===== config.mk =====
export PLATFORM = sky130hd
export DESIGN_NAME = level_collision_flat
export DESIGN_NICKNAME = d
export VERILOG_FILES = /design/src/rtl/level_pkg.sv /design/src/rtl/level_collision_if.sv /design/src/rtl/tile_row_div.sv /design/src/rtl/level_collision.sv /design/src/flat_wrapper.sv
export SDC_FILE = /design/constraint.sdc
export NUM_CORES = 1
export LEC_CHECK = 0
export ABC_AREA = 1
export CAP_MARGIN = 25
export CORE_MARGIN = 5
export CORE_UTILIZATION = 35
export DETAILED_ROUTE_END_ITERATION = 12
export PLACE_DENSITY_LB_ADDON = 0.12
export SKIP_CTS_REPAIR_TIMING = 1
export SLEW_MARGIN = 5
export SYNTH_ARGS = -nofsm -noshare
export SYNTH_HDL_FRONTEND = slang
export SYNTH_SLANG_ARGS = --single-unit

===== constraint.sdc =====
create_clock -name Clk -period 1.8 [get_ports Clk]
set_input_delay 0.18 -clock Clk [delete_from_list [all_inputs] [get_ports Clk]]
set_output_delay 0.18 -clock Clk [all_outputs]
set_load 0.005 [all_outputs]

===== src/rtl/level_pkg.sv =====
// Shared constants and FSM encoding for the level tile-collision checker.
// Tile geometry matches the level_rom layout: 11 rows of 10 columns.
package level_pkg;
  localparam int ROWS        = 11;
  localparam int COLS        = 10;
  localparam int TILE_W_LOG2 = 6;
  localparam int TILE_H      = 44;

  typedef enum logic [1:0] {
    IDLE = 2'd0,
    DIV  = 2'd1,
    SCAN = 2'd2,
    DONE = 2'd3
  } lc_state_t;
endpackage


===== src/rtl/level_collision_if.sv =====
// Query/response bundle between player-movement logic and the collision checker.
// The master issues start with a box position; the slave answers with busy/done/hit.
interface level_collision_if;
  logic       start;
  logic [9:0] x_px;
  logic [9:0] y_px;
  logic       busy;
  logic       done;
  logic       hit;
  logic [3:0] hit_row;
  logic [3:0] hit_col;

  modport master (
    output start, x_px, y_px,
    input  busy, done, hit, hit_row, hit_col
  );

  modport slave (
    input  start, x_px, y_px,
    output busy, done, hit, hit_row, hit_col
  );
endinterface


===== src/rtl/tile_row_div.sv =====
// Repeated-subtraction divide by TILE_H, quotient saturating at the last row.
// One quotient step per cycle while step=1; ready once no further step applies.
module tile_row_div
  import level_pkg::*;
(
  input  logic        Clk,
  input  logic        Reset_n,
  input  logic        load,
  input  logic [10:0] dividend,
  input  logic        step,
  output logic [3:0]  quotient,
  output logic        ready
);
  logic [10:0] rem;

  assign ready = (rem < 11'(TILE_H)) || (quotient == 4'(ROWS - 1));

  always_ff @(posedge Clk or negedge Reset_n) begin
    if (!Reset_n) begin
      rem      <= '0;
      quotient <= '0;
    end else if (load) begin
      rem      <= dividend;
      quotient <= '0;
    end else if (step && !ready) begin
      rem      <= rem - 11'(TILE_H);
      quotient <= quotient + 4'd1;
    end
  end
endmodule


===== src/rtl/level_collision.sv =====
// Sprite-box vs. level tile collision check: rows r0..r1 read from level_rom one per cycle.
// Latency (r1+1) divide cycles + rows scanned + 1; start is ignored (not queued) while busy.
module level_collision
  import level_pkg::*;
#(
  parameter int SPR_W = 32,
  parameter int SPR_H = 32
) (
  input  logic               Clk,
  input  logic               Reset_n,
  level_collision_if.slave   q,
  output logic [3:0]         rom_addr,
  input  logic [COLS-1:0]    rom_data
);
  lc_state_t   state;
  logic        busy_r, done_r, hit_r;
  logic [3:0]  hit_row_r, hit_col_r;
  logic [3:0]  c0, c1;
  logic [3:0]  row;

  logic        accept;
  logic [10:0] bottom_px, right_px, right_col;
  logic [3:0]  r0, r1;
  logic        rdy0, rdy1;
  logic        found;
  logic [3:0]  found_col;

  assign accept    = (state == IDLE) && q.start;
  assign bottom_px = {1'b0, q.y_px} + 11'(SPR_H - 1);
  assign right_px  = {1'b0, q.x_px} + 11'(SPR_W - 1);
  assign right_col = right_px >> TILE_W_LOG2;

  tile_row_div u_div_top (
    .Clk      (Clk),
    .Reset_n  (Reset_n),
    .load     (accept),
    .dividend ({1'b0, q.y_px}),
    .step     (state == DIV),
    .quotient (r0),
    .ready    (rdy0)
  );

  tile_row_div u_div_bot (
    .Clk      (Clk),
    .Reset_n  (Reset_n),
    .load     (accept),
    .dividend (bottom_px),
    .step     (state == DIV),
    .quotient (r1),
    .ready    (rdy1)
  );

  // Walk columns right-to-left so the leftmost solid tile in range wins.
  always_comb begin
    found     = 1'b0;
    found_col = '0;
    for (int c = COLS - 1; c >= 0; c--) begin
      if ((4'(c) >= c0) && (4'(c) <= c1) && rom_data[COLS-1-c]) begin
        found     = 1'b1;
        found_col = 4'(c);
      end
    end
  end

  always_ff @(posedge Clk or negedge Reset_n) begin
    if (!Reset_n) begin
      state     <= IDLE;
      busy_r    <= 1'b0;
      done_r    <= 1'b0;
      hit_r     <= 1'b0;
      hit_row_r <= '0;
      hit_col_r <= '0;
      c0        <= '0;
      c1        <= '0;
      row       <= '0;
    end else begin
      case (state)
        IDLE: begin
          if (q.start) begin
            state     <= DIV;
            busy_r    <= 1'b1;
            c0        <= 4'(q.x_px >> TILE_W_LOG2);
            c1        <= (right_col > 11'(COLS - 1)) ? 4'(COLS - 1) : 4'(right_col);
            hit_r     <= 1'b0;
            hit_row_r <= '0;
            hit_col_r <= '0;
          end
        end
        DIV: begin
          if (rdy0 && rdy1) begin
            state <= SCAN;
            row   <= r0;
          end
        end
        SCAN: begin
          if (found) begin
            hit_r     <= 1'b1;
            hit_row_r <= row;
            hit_col_r <= found_col;
            state     <= DONE;
            done_r    <= 1'b1;
          end else if (row == r1) begin
            state  <= DONE;
            done_r <= 1'b1;
          end else begin
            row <= row + 4'd1;
          end
        end
        DONE: begin
          done_r <= 1'b0;
          busy_r <= 1'b0;
          state  <= IDLE;
        end
        default: state <= IDLE;
      endcase
    end
  end

  assign rom_addr  = row;
  assign q.busy    = busy_r;
  assign q.done    = done_r;
  assign q.hit     = hit_r;
  assign q.hit_row = hit_row_r;
  assign q.hit_col = hit_col_r;
endmodule

===== src/flat_wrapper.sv =====
// flat-port wrapper written by rule: the top's interface ports become plain ports
module level_collision_flat import level_pkg::*;
#(
  parameter int SPR_W = 32,
  parameter int SPR_H = 32
)
  (Clk, Reset_n, rom_addr, rom_data, q_start, q_x_px, q_y_px, q_busy, q_done, q_hit, q_hit_row, q_hit_col);
  level_collision_if q_i ();
  input  logic Clk;
  input  logic Reset_n;
  output logic [3:0] rom_addr;
  input  logic [COLS-1:0] rom_data;
  input wire logic [$bits(q_i.start)-1:0] q_start;
  input wire logic [$bits(q_i.x_px)-1:0] q_x_px;
  input wire logic [$bits(q_i.y_px)-1:0] q_y_px;
  output wire logic [$bits(q_i.busy)-1:0] q_busy;
  output wire logic [$bits(q_i.done)-1:0] q_done;
  output wire logic [$bits(q_i.hit)-1:0] q_hit;
  output wire logic [$bits(q_i.hit_row)-1:0] q_hit_row;
  output wire logic [$bits(q_i.hit_col)-1:0] q_hit_col;
  assign q_i.start = q_start;
  assign q_i.x_px = q_x_px;
  assign q_i.y_px = q_y_px;
  assign q_busy = q_i.busy;
  assign q_done = q_i.done;
  assign q_hit = q_i.hit;
  assign q_hit_row = q_i.hit_row;
  assign q_hit_col = q_i.hit_col;
  level_collision #(.SPR_W(SPR_W), .SPR_H(SPR_H)) u_core (.Clk(Clk), .Reset_n(Reset_n), .q(q_i), .rom_addr(rom_addr), .rom_data(rom_data));
endmodule

Word-level counts from Yosys, hierarchy flattened:

Cells that the tools add are included.

* flip-flop bits (word level): 55
* input port bits: 33
* output and inout port bits: 15
* word-level logic and storage cells: 147

* add/sub/neg operators: 7
* $lt $le $gt $ge: 23
* equality and inequality tests: 12
* multiplexer cells: 51
* reductions and logical operators: 41

Operators by type and width (count)
* 4-bit 2-to-1 mux: 21
* 11-bit 2-to-1 mux: 4
* 1-bit logical AND: 24
* 4-bit case mux with 2 select lines: 3
* 10-bit by 5-bit adder with 11-bit output (second input constant): 2
* 11-bit by 6-bit less-than comparator with 1-bit output (second input constant): 2
* 11-bit by 6-bit subtractor with 11-bit output (second input constant): 2
* 3-bit by 4-bit greater-or-equal comparator with 1-bit output (first input constant): 4
* 3-bit by 4-bit less-or-equal comparator with 1-bit output (first input constant): 4
* 1-bit 2-to-1 mux: 15
* 4-bit by 1-bit adder with 4-bit output (second input constant): 3
* 2-bit nonzero test: 6
* 4-bit == test (second input constant): 2
* 1-bit by 4-bit greater-or-equal comparator with 1-bit output (first input constant): 2
* 2-bit by 4-bit greater-or-equal comparator with 1-bit output (first input constant): 2
* 4-bit greater-or-equal comparator (first input constant): 2
* 1-bit by 4-bit less-or-equal comparator with 1-bit output (first input constant): 2
* 2-bit by 4-bit less-or-equal comparator with 1-bit output (first input constant): 2
* 4-bit less-or-equal comparator (first input constant): 2
* 2-bit 2-to-1 mux: 4
* 2-bit case mux with 4 select lines: 1
* 2-bit != test (second input constant): 3
* 1-bit case mux with 2 select lines: 3
* 2-bit AND reduction: 3
* other kinds (11): 16

Longest topological paths before layout:

Gate-level depths: netlist (run 1).

* depth after elaboration: 15
* mapped depth: 13
* gate-level depth less buffers: 13

By module:

A second synthesis (run 1) with hierarchy kept.

* cells, all modules: 523
* area total of the unflattened synthesis: 3543.4 µm²

By module, submodules not included
* level_collision: instances 1, cells an instance 267, area each 1814.2 µm²
* tile_row_div: instances 2, cells an instance 128, area each 864.6 µm²

Worst setup path before layout (run 1):

Ideal clock, no wire load.

* path type: register -> register
* start: reg u_core.state[0]
* end: reg u_core.hit_col_r[0], in the netlist u_core.q.hit_col[0]
* data arrival time: 1.565 ns
* slack: 0.170 ns
* stages on the path, launching flop included: 10
* path buffers: 1
* cells stage by stage: dfrtp_1 > inv_1 > ha_1 > buf_2 > inv_2 > a21oi_1 > nand3_2 > nor2_1 > nand2_1 > nand2_1

* word-level cells in the longest chain between the ends: 3
* elaborated cells between the ends (all ways): 7
* those cells by class: eq/ne: 3; mux: 1; reduce/logical: 3

Ends and longest elaborated chain
* start: declaration: RTL line level_collision.sv:15 `lc_state_t state;`
* start signal: assignment: RTL line level_collision.sv:67 `state <= IDLE;`
* start signal: assignment: RTL line level_collision.sv:80 `state <= DIV;`
* start signal: assignment: RTL line level_collision.sv:91 `state <= SCAN;`
* 2-bit == test / 2-bit logical NOT (equally long branches): RTL line level_collision.sv:77 `case (state)`
* 2-bit by 1-bit != test with 1-bit output (no source line), or another cell as far along
* 3-bit AND reduction (no source line)
* end signal: assignment: RTL line level_collision.sv:99 `hit_col_r <= found_col;`
* end: declaration: RTL line level_collision.sv:17 `logic [3:0] hit_row_r, hit_col_r;`

Several ways; a longest one is shown, not always the timed one.
A chain may end at the register's enable or synchronous reset.

Worst setup path after layout (run 1):

Ends and elaborated chain as after synthesis.

==> impl_summary.md, run 1 <==
Setup path
STA puts the critical path data required time at 2.00 ns. The classification of the worst setup path is register to register. The critical path starts at u_core.state[0].

The peak per-stage delay on the critical path is 0.42 ns. In this design, the critical path's most frequently occurring cell is sky130_fd_sc_hd__nand2_1. The beginning of the worst register-to-register path is u_core.state[0]. Data arrives at the worst endpoint at about 1.9 ns. STA classifies the critical path startpoint as a register. The cell with the biggest individual delay on the critical path is sky130_fd_sc_hd__dfrtp_1. The cell type group with the largest total delay on the critical path is buffers and inverters. Walking the worst path, the cells encountered are inv_1 > ha_1 > inv_2 > a21oi_1 > buf_4 > o21ai_4 > nand2_1 > nand2_1. The register-to-register setup slack is 0.12 ns. Counting both buffers and inverters, the worst setup path holds a total of 3. Of all nets on the critical path, the largest fanout is 7. The critical path endpoint category is a register.

Clock network
CTS built an H-tree with a depth of 2. After clock tree synthesis, the clock-pin slew on the worst setup and hold paths is 0.10 ns. The cell at the root of the clock tree is sky130_fd_sc_hd__clkbuf_8. Clock tree synthesis found a total of 51 sinks. The number of buffers on the longest clock path is 2.

The clock latency at the later pin of the worst-skew pair is slightly above 0.3 ns. The TritonCTS buffer count is 5. TritonCTS built the clock tree.

STA
The final setup violation count is 0. The remaining max-slew budget at the tightest pin is 0.651. The share of the clock period used by the worst path after layout is 0.936. The worst path needs 1.68 ns of the cycle, external delays included. The slew of the pin with the lowest slew margin is 0.523 ns. The final worst clock skew is 0.00872 ns. Timing would allow up to 594 MHz. Setup repair after global routing could not meet its margin everywhere. The max-slew violation total from the final report is 0. The number of hold violations in the final report is 0.

GRT
The via count of the first global-routing pass is around 2,800. The number of antenna violations at the first check in global routing is 0. The global-route wire length before repair is 13,100 µm. The final global-route overflow total is 0. The largest net degree at the start of global routing is 35. The overall fraction of global-route tracks in use is 0.141.

Floorplan
The floorplan step defined a die boundary enclosing 11,000 µm². The initial core utilization is 0.359. In this run the standard cell core region covers 8760 µm². 48 I/O pins were placed. In this run the core area contains 34 standard-cell rows. The overall die width is 105 µm. The height of the chip is 105 µm.

Finish
The combined area of the multi-input logic cells is between 1500 and 2000 µm². The design area is 4120 µm². The commonest non-fill, non-tap cell in the layout is sky130_fd_sc_hd__nand2_1. Excluding fillers, the count of instances in the completed layout stands at 604. The net total in the final layout is ~540. The count of antenna diodes in the layout is 0. The area overhead of the layout relative to synthesis is 30.8%. The top cell types in the final layout, fill and taps aside, are sky130_fd_sc_hd__nand2_1 (109), sky130_fd_sc_hd__inv_1 (49), sky130_fd_sc_hd__dfrtp_1 (48). Across the whole layout, storage elements account for 1280 µm². Counting the fill cells in the layout gives 865.

In the final layout, the share of cells above drive strength 1 is 0.133.

Yosys
In this run, distinct cell masters in the synthesized netlist total 36. The post-synthesis area per instance is 7.46 µm². Of the total synthesized cell area, the portion taken by XOR and XNOR cells is 0.0306. Counting flops and latches in the post-synthesis netlist gives 51. After synthesis, the largest family of logic cells by area is simple AND/OR/NAND/NOR gates. The register area share after synthesis is 0.405. For this run, the number of Yosys warnings is 0. Of the total synthesized cell area, the portion taken by AND, OR, NAND and NOR gates is 0.304. The number of nets produced by synthesis is around 470. The synthesized cell area is 3150 µm². The share of synthesized area spent on multiplexers is 0. Of the total synthesized cell area, the portion taken by full adders, half adders and majority gates is 0.0437. The cell count after synthesis is 422.

The synthesized-area fraction occupied by ao, oa, aoi and oai cells is 0.144.

Pwr
The share of total power dissipated in sequential elements is 0.308. VDD sags by at most roughly 0.54 mV. The share of power burned in the clock network is 0.139. The net switching component of the power is 3030 µW. The total chip power is 6810 µW. The internal power of the cells totals 3790 µW. The leakage component of the power is around 0.0020 µW. The power per cell area is 1650 nW/µm². Of the total power, the share spent switching nets is 0.444.

The share of total power in combinational logic is 0.553.

Placed design
The final weighted congestion in routability-driven placement is 0.864. The estimated wirelength of the detail-placed design is 5920 µm. In this run, placement finished with an instance count of 589.

During placement, the flow inserted port buffers numbering 47. In this run the cell area measured after placement is 3880 µm².

Drt
After detailed routing, the average wire length per cell comes to around 13 µm. The routed design has between 7000 and 8000 µm of wire. Using the TritonRoute via totals, the vias-per-cell ratio works out to 4.87. The number of DRC violations after detailed routing is 0. The number of optimization iterations in the first detailed-route pass is 4. In this run the remaining antenna-violating nets after routing total 0. The detailed router finished its first iteration with 88 violations. The routed layout has 2,939 vias.

Status
The run finished with clean final reports.

Run
Across the run, the number of max-cap violations was 0.

Hold path
The min-delay analysis places its worst path in the category primary input to async pin.
==> cell usage after synthesis, drive strengths merged <==
cell type / n / area (µm²)
nand4: 7 / 43.8
o21bai: 1 / 7.51
a22oi: 1 / 7.51
inv: 55 / 206
nand2: 118 / 460
xnor2: 1 / 8.76
nand3b: 4 / 42.5
nor2: 45 / 196
o221ai: 4 / 35.0
o21a: 3 / 22.5
o211ai: 8 / 60.1
o31ai: 1 / 7.51
clkbuf: 4 / 15.0
o21ai: 38 / 201
o22ai: 2 / 12.5
nor4: 3 / 18.8
a21oi: 17 / 92.6
nand3: 24 / 130
nor3: 8 / 40.0
a31oi: 1 / 6.26
xor2: 10 / 87.6
nor3b: 1 / 7.51
or2: 3 / 18.8
dfrtp: 51 / 1280
buf: 1 / 5.00
ha: 11 / 138
==> flip-flops by register name (all words and copies together) (netlist names) <==
name / flops
u_core.u_div_bot.rem: 9
u_core.u_div_top.rem: 9
u_core.c0: 4
u_core.c1: 4
u_core.q.hit_col: 4
u_core.q.hit_row: 4
u_core.rom_addr: 4
u_core.u_div_bot.quotient: 4
u_core.u_div_top.quotient: 4
u_core.state: 2
u_core.q.busy: 1
u_core.q.done: 1
u_core.q.hit: 1
==> power groups by stage <==
| stage | Clock, µW | Combinational [µW] | Sequential [µW] |
|---|---|---|---|
| after floorplan | 0 | 2400 | 2030 |
| after global placement | 0 | 3530 | 2090 |
| after detailed placement | 0 | 3540 | 2100 |
| after CTS | 980 | 3560 | 2070 |
| after global routing | 1020 | 4230 | 2170 |
| final | 950 | 3760 | 2100 |
==> routing by layer <==
layer,track usage,wire [µm]
met1,0.196,3880
met2,0.225,3460
met3,0.0314,379
met4,0.0329,76
met5,0,0
==> cells by family after synthesis <==
group,count (synthesis)
XOR/XNOR,11
buffers and inverters,60
flip-flops,51
AND/OR/NAND/NOR,213
AO/OA/AOI/OAI,76
adder cells (fa/ha/maj),11
==> stage by stage <==
| stage | utilization | hold WS (ns) | setup slack, ns | setup TNS (ns) |
|---|---|---|---|---|
| 3_3_place_gp | 0.443 | 0.195 | 0.0430 | 0 |
| 6_report | 0.470 | 0.377 | 0.115 | 0 |
| 2_1_floorplan | - | -0.116 | 0.170 | 0 |
| 3_5_place_dp | 0.443 | 0.193 | -0.0198 | -0.0198 |
| 5_1_grt | 0.470 | 0.416 | -0.0493 | -0.111 |
| 4_1_cts | 0.458 | -0.152 | 0.0804 | 0 |
==> worst register-to-register path: cells and delay by family (launching register included) <==
kind,cells,cell delay [ns]
buffers and inverters,3,0.42
flip-flops,1,0.42
AO/OA/AOI/OAI,2,0.40
adder cells (fa/ha/maj),1,0.21
AND/OR/NAND/NOR,2,0.13
==> path summary, 6_finish.rpt <==
path,to,cells past startpoint
worst max-delay path,u_core.q.hit_col[0],8
worst min-delay path,u_core.q.busy,2
worst max register to register,u_core.q.hit_col[0],8
worst min register to register,u_core.q.hit,2
max in group asynchronous,u_core.c1[3],3
min in group Clk,u_core.c0[0],3
==> final cells by class <==
cell class                 count  share of cell area
sequential                    51               0.311
clock inverter                 2              0.0146
timing repair buffer          70               0.162
tap                          108              0.0328
multi-input combinational    312               0.413
inverter                      55              0.0501
clock buffer                   6              0.0176
(Power assumes the default switching activity.)
==> run 2, diff against run 1 <==
==> constraint.sdc (replaced) <==
create_clock -name Clk -period 1.8 [get_ports Clk]
set_input_delay 0.18 -clock Clk [delete_from_list [all_inputs] [get_ports Clk]]
set_output_delay 0.18 -clock Clk [all_outputs]
set_load 0.05 [all_outputs]
==> run 2 against run 1 <==
Net effect: total power increased by 0.86%; wire length decreased by 0.90%; first-iteration DRC count increased by 27%; highest routed layer unchanged.
==> impl_summary.md, run 2 (synthesis gave the netlist of run 1 again) <==
Placed design
The final weighted congestion in routability-driven placement is 0.868. The count of placed standard cells including taps is slightly below 600. Before CTS, the worst setup slack after placement is 0.00180 ns. The estimated wirelength of the detail-placed design is 5960 µm. The number of input and output port buffers inserted is 47.

STA
Setup repair after global routing could not meet its margin everywhere. At the pin with the least slew margin, the transition time is 0.518 ns. The maximum clock frequency is 597 MHz. The remaining max-slew budget at the tightest pin is 0.655. The max-slew violation total from the final report is 0. The number of hold violations in the final report is 0. The routed design could run at a clock period as short as 1.68 ns. The final worst clock skew is 0.00605 ns. Across all setup checks in the final design, the least slack found is 0.124 ns.

Setup violations remaining at the end of the flow were counted as 0. In the finished design, the share of the clock period the worst path needs comes to 0.931. After routing, the total negative slack on setup checks comes to 0 ns.

Clock network
The clock passes through at most 2 buffers. After clock tree synthesis, the clock-pin slew on the worst setup and hold paths is around 0.10 ns. TritonCTS built the clock tree. For the worst-skew pair, the clock arrives at the later sink with an insertion delay of between 0.3 and 0.4 ns.

In this run the number of H-tree levels came out at 2. The cell sitting at the root of the clock tree is a sky130_fd_sc_hd__clkbuf_8. The clock net sink count is roughly 50.

Buffers inserted during clock tree synthesis total 5.

Setup path
The buffer and inverter count on the worst path is 0. The category of the worst setup path launch point is a register. The peak per-stage delay on the critical path is ~0.42 ns. The critical path endpoint category is a register. The top fanout value on the critical path is 7. The cell type group with the largest total delay on the critical path is simple AND/OR/NAND/NOR gates. For the worst setup path, the data arrival time is roughly 1.9 ns. At the worst endpoint, the required time is 2.00 ns. Among all stages on the critical path, the largest delay is contributed by sky130_fd_sc_hd__dfrtp_1. The classification of the worst setup path is register to register.

The most common cell type on the critical path is sky130_fd_sc_hd__nand2_1. The signal on the critical path passes through a21oi_2 > nor2_1 > nor2_2 > nand2_1 > nand2_4 > nand2_2 > nor2_4 > nand3_2 > nand2_1 > nand2_1.

Drt
The number of DRC violations after detailed routing is 0. The first detailed-routing pass took 4 iterations. The antenna violation net count after detailed routing is 0.

The initial DRC count is 112. The vias per cell is about 4.8. The routed wirelength normalized by instance count is 12.8 µm.

The sum of routed wire length over all layers is about 7700 µm. The detailed router placed 2,895 vias in this run.

Floorplan
The placement row count is 34. The initial core utilization is 0.359. The I/O pin total is between 40 and 50. Measured along the y axis, the die boundary spans 105 µm.

The floorplan step defined a die boundary enclosing 11,000 µm². The placeable core area is a little under 9000 µm². The overall die width is 105 µm.

Finish
The library cell used most frequently in the layout, excluding fill and tap cells, is sky130_fd_sc_hd__nand2_1. Counting the fill cells in the layout gives 893. The fraction of final layout cells sized beyond drive strength 1 is 0.136. The count of antenna diodes in the layout is 0. For this run, the share of the core covered by cells in the final layout is 0.462. In the final layout, the registers with the most flip-flops are u_core.u_div_bot.rem: 9 flops, u_core.u_div_top.rem: 9 flops. In the layout the commonest cells are sky130_fd_sc_hd__nand2_1 (110), sky130_fd_sc_hd__inv_1 (50), sky130_fd_sc_hd__dfrtp_1 (48). The count of placed standard cells in the final layout, fillers left out is 602. The net count of the finished layout is about 540. The area growth from synthesis to layout is 28.5%.

GRT
The overall fraction of global-route tracks in use is 0.141. Entering global routing, the biggest net connects 35 pins. The first global-routing pass estimated roughly 13,000 µm of wire.

The via count of the first global-routing pass was 2,811. The number of antenna violations at the first check in global routing is 0. The final global-route overflow total is 0.

Pwr
In this run the power density over the cells is about 1700 nW/µm². For this design the static power due to leakage is 0.00197 µW. Total power for the finished layout comes to 6870 µW. The worst-case vdd ir drop is roughly 0.52 mV.

Run
The max capacitance violation total is 0.

Hold path
The worst hold path belongs to the class primary input to async pin.

Status
The flow ran to the end, and the final reports show no timing, DRC or antenna violations.
==> run 2: power breakdown <==
part / switching [µW] / internal, µW / total (µW)
combinational: 2490 / 1570 / 4060
clock: 406 / 315 / 721
sequential: 466 / 1630 / 2100
==> run 2: final timing paths <==
path / slack (ns) / cells after the start / to / start
max: 0.12 / 10 / u_core.rom_addr[1] / u_core.u_div_bot.rem[2]
min: 0.37 / 2 / u_core.q.busy / Reset_n
max reg2reg: 0.12 / 10 / u_core.rom_addr[1] / u_core.u_div_bot.rem[2]
min reg2reg: 0.48 / 2 / u_core.q.hit / u_core.q.hit
max in group asynchronous: 0.86 / 3 / u_core.c1[3] / Reset_n
min in group Clk: 0.46 / 3 / u_core.c0[0] / q_x_px[6]
==> run 2: stage by stage <==
stage	hold WS (ns)	area [µm²]
6_report	0.373	4050
4_1_cts	-0.148	3970
3_5_place_dp	0.195	3870
2_1_floorplan	-0.116	3150
5_1_grt	0.426	4050
3_3_place_gp	0.198	3870
==> run 2: routing by layer <==
| layer | track usage | share of wire |
|---|---|---|
| met1 | 0.202 | 0.50 |
| met2 | 0.221 | 0.45 |
| met3 | 0.0271 | 0.042 |
| met4 | 0.0311 | 0.0092 |
| met5 | 0 | 0 |
==> run 2: final cells by class <==
class	count	area, µm²	area share
Multi-Input combinational cell	312	1680	0.416
Inverter	55	206	0.0510
Clock inverter	2	16.3	0.00402
Tap cell	108	135	0.0334
Clock buffer	6	82.6	0.0204
Timing Repair Buffer	68	641	0.158
Sequential cell	51	1280	0.316
